$ cat config.mk
export PLATFORM = sky130hd
export DESIGN_NAME = mem_port_arbiter
export DESIGN_NICKNAME = d
export VERILOG_FILES = /design/src/rtl/mem_port_arbiter.sv
export SDC_FILE = /design/constraint.sdc
export NUM_CORES = 1
export LEC_CHECK = 0
export ABC_CLOCK_PERIOD_IN_PS = 4350
export CORE_MARGIN = 5
export CORE_UTILIZATION = 40
export CTS_CLUSTER_SIZE = 20
export DETAILED_ROUTE_END_ITERATION = 7
export PLACE_DENSITY_LB_ADDON = 0.12
export SLEW_MARGIN = 5
export SYNTH_ARGS = -nofsm -noshare
export SYNTH_HDL_FRONTEND = slang
export SYNTH_SLANG_ARGS = --single-unit
$ cat constraint.sdc
create_clock -name clk -period 4.35 [get_ports clk]
set_clock_uncertainty 0.15 [all_clocks]
set_input_delay 0.435 -clock clk [delete_from_list [all_inputs] [get_ports clk]]
set_output_delay 0.435 -clock clk [all_outputs]
set_load 0.05 [all_outputs]
$ cat src/rtl/mem_port_arbiter.sv
// mem_port_arbiter
//   Lets instruction fetch (I, read-only) and the Memory stage (D, load/store) share one
//   variable-latency memory port. Each cycle, every request the pipeline presents is served
//   one at a time. D goes first because it belongs to the older instruction. Stall stays high
//   until all of those requests have completed. A watchdog aborts any access that waits
//   MAX_WAIT cycles for MemReady, and then sets the sticky Err flag.
// Ports
//   clk, reset                       clock; asynchronous active-low reset
//   IReq, IAddr, IRData              fetch request, address and returned word
//   DReq, DWE, DAddr, DWData,
//   DSize, DExt, DRData              data request, store enable, address, store data,
//                                    size/extension controls and returned load data
//   Stall                            freeze the pipeline registers this cycle
//   Err                              sticky watchdog-abort flag
//   MemReq, MemWE, MemAddr, MemWData,
//   MemSize, MemExt                  registered memory request, held until completion
//   MemRData, MemReady               memory read data and completion strobe
module mem_port_arbiter #(
  parameter int unsigned MAX_WAIT = 255
) (
  input  logic        clk,
  input  logic        reset,
  input  logic        IReq,
  input  logic [31:0] IAddr,
  output logic [31:0] IRData,
  input  logic        DReq,
  input  logic        DWE,
  input  logic [31:0] DAddr,
  input  logic [31:0] DWData,
  input  logic [1:0]  DSize,
  input  logic        DExt,
  output logic [31:0] DRData,
  output logic        Stall,
  output logic        Err,
  output logic        MemReq,
  output logic        MemWE,
  output logic [31:0] MemAddr,
  output logic [31:0] MemWData,
  output logic [1:0]  MemSize,
  output logic        MemExt,
  input  logic [31:0] MemRData,
  input  logic        MemReady
);

  typedef enum logic [1:0] {StIdle, StDAcc, StIAcc} state_e;

  localparam logic [7:0] WaitLimit = 8'(MAX_WAIT - 1);

  state_e     state;
  logic       iSrv, dSrv;
  logic [7:0] waitCnt;
  logic       iPend, dPend;

  // A request is pending until it has been served within the current pipeline cycle.
  assign iPend = IReq & ~iSrv;
  assign dPend = DReq & ~dSrv;
  assign Stall = reset & (iPend | dPend);

  always_ff @(posedge clk or negedge reset) begin
    if (!reset) begin
      state    <= StIdle;
      iSrv     <= 1'b0;
      dSrv     <= 1'b0;
      waitCnt  <= 8'd0;
      Err      <= 1'b0;
      IRData   <= 32'd0;
      DRData   <= 32'd0;
      MemReq   <= 1'b0;
      MemWE    <= 1'b0;
      MemAddr  <= 32'd0;
      MemWData <= 32'd0;
      MemSize  <= 2'b00;
      MemExt   <= 1'b0;
    end else begin
      // The pipeline advances: forget what was served. A completion later in this block
      // still sets its flag, which covers a request that dropped mid-access.
      if (!Stall) begin
        iSrv <= 1'b0;
        dSrv <= 1'b0;
      end
      unique case (state)
        StIdle: begin
          if (dPend) begin
            state    <= StDAcc;
            waitCnt  <= 8'd0;
            MemReq   <= 1'b1;
            MemWE    <= DWE;
            MemAddr  <= DAddr;
            MemWData <= DWData;
            MemSize  <= DSize;
            MemExt   <= DExt;
          end else if (iPend) begin
            state    <= StIAcc;
            waitCnt  <= 8'd0;
            MemReq   <= 1'b1;
            MemWE    <= 1'b0;
            MemAddr  <= IAddr;
            MemWData <= 32'd0;
            MemSize  <= 2'b00;
            MemExt   <= 1'b0;
          end
        end
        StDAcc, StIAcc: begin
          if (MemReady) begin
            state  <= StIdle;
            MemReq <= 1'b0;
            if (state == StIAcc) begin
              IRData <= MemRData;
              iSrv   <= 1'b1;
            end else begin
              DRData <= MemWE ? 32'd0 : MemRData;
              dSrv   <= 1'b1;
            end
          end else if (waitCnt >= WaitLimit) begin
            // Watchdog abort: result reads as zero and the requester is released.
            state  <= StIdle;
            MemReq <= 1'b0;
            Err    <= 1'b1;
            if (state == StIAcc) begin
              IRData <= 32'd0;
              iSrv   <= 1'b1;
            end else begin
              DRData <= 32'd0;
              dSrv   <= 1'b1;
            end
          end else if (waitCnt != 8'hFF) begin
            waitCnt <= waitCnt + 8'd1;
          end
        end
        default: begin
          state  <= StIdle;
          MemReq <= 1'b0;
        end
      endcase
    end
  end

endmodule

==> flow_summary.yaml, run 1 <==
timing:
  fin_crit_ps: 2910
  post-route-period-util: 0.669
  slew_headroom: 0.429
  finalMaxSlewViolations: 0
  max_freq_mhz: 344
  worst_slew_pin_slew_ps: 853
  hold_viol_final: 0
  fin_tns_setup_ps: 0
  report.final.setup_viol: 0
  rsz0062_at_grt: "no"
power_and_ir_drop:
  intPower_mw: 4.56
  power_leakage_nw: 4.21
  comb_power_share: 0.545
  max-vdd-ir-drop_mv: 0.509
  seqPwrFrac: 0.273
  switching_power_mw: 3.85
  switching_share: 0.458
  p_per_area_nw_per_um2: 890
  clkPwrFrac: 0.182
placement:
  dpl_cell_area_um2: 8800
  port_buffers: 271
  gp_congestion: 0.776
  hpwl_um: 12400
setup_path:
  cp_slowest_cell: "clkdlybuf4s50_1"
  r2r_start: "state[1]$_DFFE_PN0P_"
  worstPathRequired_ps: 3760
  slowest_delay_ps: 830
  critPathBufInv: 3
  crit_fanout: 39
  critPathTopFamily: "buffers and inverters"
  cp-end-kind: "output pin"
  cp-startpoint: "reset"
  critPathKind: "input port to output pin"
  path_cells: "dlygate4sd3_1 -> buf_6 -> and2_1 -> clkdlybuf4s50_1"
  cp.arrival_ps: 2320
  cp-start-kind: "input port"
cts:
  clkLatencyLatePin_ps: 410
  path_clk_slew_ps: 50
  cts_buffers: 17
  cts_root_buf: "clkbuf_16"
  cts_max_level: 4
  post_cts_buffers: 0
  cts.sinks: 146
  cts_tree: "done"
  cts_resized: 0
  clk_path_buf_depth: 2
yosys:
  ys_warn_count: 0
  syn-cell-area_um2: 5980
  ys_async_sr_fraction: 1.00
  ys_dominant_reg_cell: "dfrtp_1"
  synth_area_leader_cell: "dfrtp_1"
  ys_seq_area_frac: 0.611
  synthesis.nets: 604
  synth_edf_count: 0
  synth_area_leaders: "dfrtp_1 (61%), a22o_1 (15%), mux2i_1 (5.7%), o21ai_0 (2.8%), nand2_1 (2.3%)"
  syn_inst: 463
  syn_avg_cell_area_um2: 12.9
  synthDominantCellAreaShare: 0.611
  ys_types: 44
  synth-seq-cells: 146
layout:
  antenna_cells: 0
  final_area_um2: 9440
  final_nets: 867
  synthToLayoutAreaGrowth_pct: 58.0
  ff_latch_area_um2: 3650
  n_fill_cell: 1145
  multi_input_area_um2: 2120
  finish.utilization: 0.647
  drive_above_1_share: 0.0664
die:
  core_area_um2: 14600
  die_w_um: 132
  start_util: 0.410
  die_area_um2: 17500
  num_rows: 44
  fp.dieH_um: 132
  ioPinCount: 272
route:
  post_drt_via_cell_ratio: 5.26
  drtPass1Iterations: 4
  detail-route-antenna-nets: 0
  drt_iter0_markers: 230
  wl_per_cell_um: 18.8
  vias: 4849
  drc_errors: 0
  drt_wl_total_um: 17300
job:
  drv_cap: 0
min_path:
  min_from: "Err$_DFFE_PN0P_"
  hold_path.class: "flip-flop to flip-flop"
grt:
  grt_pass1_wl_um: 28300
  grt_max_degree: 67
  grt_pass1_vias: 5257
  track_usage: 0.198
  antenna_found_initial: 0
  overflow: 0
status:
  status: "finished clean"
==> area by class of cell <==
type / count / share of cell area
sequential: 146 / 0.387
timing repair buffer: 279 / 0.295
tap: 184 / 0.0244
clock buffer: 22 / 0.0502
inverter: 7 / 0.00278
multi-input combinational: 275 / 0.224
clock inverter: 9 / 0.0163
==> state kept, by name, summed over array words and instances (netlist names), 2 cells and up <==
signal	cells
DRData	32
IRData	32
MemAddr	32
MemSize	2
MemWData	32
state	2
waitCnt	8
==> Yosys cell counts, types with 3 or more instances <==
library cell / instances
nand2_1: 37
nor3_1: 5
mux2i_1: 34
dfrtp_1: 146
nor2_1: 5
a22o_1: 103
buf_2: 17
a21oi_1: 5
inv_1: 7
nand3_1: 4
o31ai_4: 3
and3_1: 4
o21ai_1: 5
clkbuf_1: 11
nor2b_1: 3
o21ai_0: 33
buf_6: 6
ha_1: 4
and2_1: 3
==> layer usage <==
metal,global-route usage,vias up,share of wire
li1,-,2262,-
met1,0.249,2348,0.42
met2,0.312,210,0.47
met3,0.0779,29,0.089
met4,0.0713,0,0.021
met5,0,-,0
==> power by group through the flow <==
stage	clock [mW]	sequential, mW	combinational [mW]
detailed placement	0	2.30	4.63
floorplan	0	4.14	1.18
global route	1.62	2.37	4.80
global placement	0	2.28	4.56
finish	1.53	2.29	4.58
CTS	1.56	2.30	4.63
==> logic make-up after synthesis <==
family                   Yosys count  synth area share
multiplexers                      36            0.0607
AO/OA/AOI/OAI                    161             0.215
buffers and inverters             42            0.0381
AND/OR/NAND/NOR                   74            0.0668
flip-flops                       146             0.611
adder cells (fa/ha/maj)            4           0.00837
==> what timing repair did <==
action / CTS / global route
setup endpoints to repair: 0 / 0
endpoints found under the hold margin: 36 / 0
hold buffers: 1 / 0
==> worst paths after layout <==
path	to	slack (ps)	cells after the start
min in group asynchronous	MemAddr[21]$_DFFE_PN0P_	340	2
max reg2reg	waitCnt[3]$_DFFE_PN0P_	1820	6
max	Stall	1440	4
min reg2reg	Err$_DFFE_PN0P_	310	1
max in group asynchronous	MemAddr[25]$_DFFE_PN0P_	2610	3
min	Err$_DFFE_PN0P_	310	1
==> stage by stage <==
step / power, mW / cells / hold WS (ps) / setup slack [ps]
floorplan: 5.32 / 463 / -10.6 / 2430
global placement: 6.84 / 890 / 194 / 1650
detailed placement: 6.92 / 890 / 199 / 1650
CTS: 8.49 / 922 / 317 / 1410
global route: 8.79 / 922 / 355 / 1330
finish: 8.40 / 922 / 310 / 1440
==> placed cells by master, fill, tap and decap left out, types with 5 or more instances in the layout <==
cell type	n
a21oi_1	5
a22o_1	103
buf_4	6
clkbuf_16	17
clkdlybuf4s50_1	270
dfrtp_1	146
inv_1	7
mux2i_1	34
nand2_1	37
nor2_1	5
nor3_1	5
o21ai_0	33
Note: power is estimated with default switching activity, not from simulation.
==> inputs of run 2 (changes only) <==
ABC_CLOCK_PERIOD_IN_PS = 2850   (was 4350)
clock period = 2.85 ns   (was 4.35 ns; I/O delays follow)
==> run 2 against run 1 <==
Sequential share of layout area shrank 0.077 points. Total power up 52%. Combinational power increased by 53%. Design area increased by 0.20%. Worst hold slack got worse by 77 ps. Non-clock buffer count up 3. Die area did not move.
==> flow_summary.yaml, run 2 (synthesis results as in run 1) <==
die:
  die_area_um2: 17500
  core_area_um2: 14600
  fp.dieH_um: 132
  die_w_um: 132
  start_util: 0.410
  num_rows: 44
  ioPinCount: 272
placement:
  post-place-cells: 893
  hpwl_um: 12500
  gp_congestion: 0.836
  port_buffers: 271
setup_path:
  cp-startpoint: "state[1]$_DFFE_PN0P_"
  ff2ff_setup_slack_ps: 410
  worstPathRequired_ps: 2990
  cp.arrival_ps: 2570
  critPathKind: "flip-flop to flip-flop"
  r2r_start: "state[1]$_DFFE_PN0P_"
  cp-end-kind: "flip-flop"
  cp-start-kind: "flip-flop"
  r2r_end: "waitCnt[3]$_DFFE_PN0P_"
  ff2ff_path_depth: 6
  crit_fanout: 14
layout:
  antenna_cells: 0
  stdcell_count: 926
  final_nets: 870
  final_common_cell: "clkdlybuf4s50_1"
  synthToLayoutAreaGrowth_pct: 58.3
  mostFrequentLayoutCells: "clkdlybuf4s50_1 (269), dfrtp_1 (146), a22o_1 (103), nand2_1 (37), mux2i_1 (34)"
  drive_above_1_share: 0.0741
grt:
  antenna_found_initial: 0
  overflow: 0
  grt_max_degree: 95
  grt_pass1_vias: 5284
  grt_pass1_wl_um: 28400
  track_usage: 0.199
min_path:
  hold_path.class: "input port to asynchronous set/reset pin"
cts:
  cts_root_buf: "clkbuf_16"
  clk_path_buf_depth: 2
  path_clk_slew_ps: 50
  cts.sinks: 146
  clkLatencyLatePin_ps: 410
  cts_buffers: 17
  cts_resized: 0
  cts_tree: "done"
  cts_max_level: 4
timing:
  max_freq_mhz: 410
  report.final.setup_viol: 0
  slew_headroom: 0.505
  finalMaxSlewViolations: 0
  post-route-period-util: 0.855
  rsz0062_at_grt: "no"
  fin_crit_ps: 2440
  hold_viol_final: 0
  fin_tns_setup_ps: 0
  worst_slew_pin_slew_ps: 737
route:
  drtPass1Iterations: 5
  wl_per_cell_um: 18.6
  drt_wl_total_um: 17200
  vias: 4887
  detail-route-antenna-nets: 0
  post_drt_via_cell_ratio: 5.28
  drt_iter0_markers: 238
  drc_errors: 0
power_and_ir_drop:
  p_per_area_nw_per_um2: 1350
  max-vdd-ir-drop_mv: 0.709
  power_leakage_nw: 4.23
status:
  status: "finished clean"
job:
  drv_cap: 0
run 2: cell types whose count changed in the layout (fill, tap and decap cells not counted):
cell | before | now
clkbuf_8 | 3 | 4
clkbuf_1 | 2 | 1
clkinv_4 | 1 | 0
buf_4 | 6 | 9
clkdlybuf4s50_1 | 270 | 269
clkinv_2 | 2 | 5
buf_12 | 1 | 2
bufinv_16 | 4 | 3
run 2: how the worst max path moves through the flow:
stage	end	slack (ps)	depth (start not counted)
floorplan	waitCnt[3]$_DFFE_PN0P_	930	6
global placement	waitCnt[3]$_DFFE_PN0P_	540	6
detailed placement	waitCnt[3]$_DFFE_PN0P_	440	6
CTS	waitCnt[3]$_DFFE_PN0P_	440	6
global route	waitCnt[3]$_DFFE_PN0P_	280	6
finish	waitCnt[3]$_DFFE_PN0P_	410	6
run 2: area by class of cell:
type                            count  area (µm²)
Fill cell                        1105        5130
Sequential cell                   146        3650
Timing Repair Buffer              282        2820
Multi-Input combinational cell    275        2120
Clock buffer                       22         484
Tap cell                          184         230
Clock inverter                     10         130
Inverter                            7        26.3
run 2: critical path, stage by stage (launching register included):
cell and delay, ps:
dfrtp_1 370, inv_1 50, ha_1 590, and4b_1 360, o211ai_1 140, mux2_1 350
a221o_1 300
run 2: what timing repair did:
| item | in CTS | in global routing |
|---|---|---|
| hold buffers | 1 | 0 |
| hold endpoints to repair | 52 | 0 |
| buffers inserted | 0 | 0 |
| setup endpoints to repair | 0 | 0 |
run 2: layer usage:
metal,track usage,vias to the layer above,wire (µm)
li1,-,2261,-
met1,0.237,2386,6960
met2,0.323,207,8330
met3,0.0828,33,1570
met4,0.0764,0,391
met5,0,-,0
run 2: power breakdown:
group	switching, mW	leakage, nW	internal (mW)
clock network	0.806	0.302	1.46
registers	0.535	1.85	2.96
logic	4.54	2.08	2.48
run 2: metrics by stage:
step	cell area (µm²)	hold WS [ps]	setup WS (ps)	power (mW)	util
2_1_floorplan	5980	-161	926	8.12	-
3_3_place_gp	8840	112	538	10.5	0.606
3_5_place_dp	8840	120	440	10.6	0.606
4_1_cts	9460	252	436	12.9	0.649
5_1_grt	9460	288	279	13.4	0.649
6_report	9460	232	412	12.8	0.649
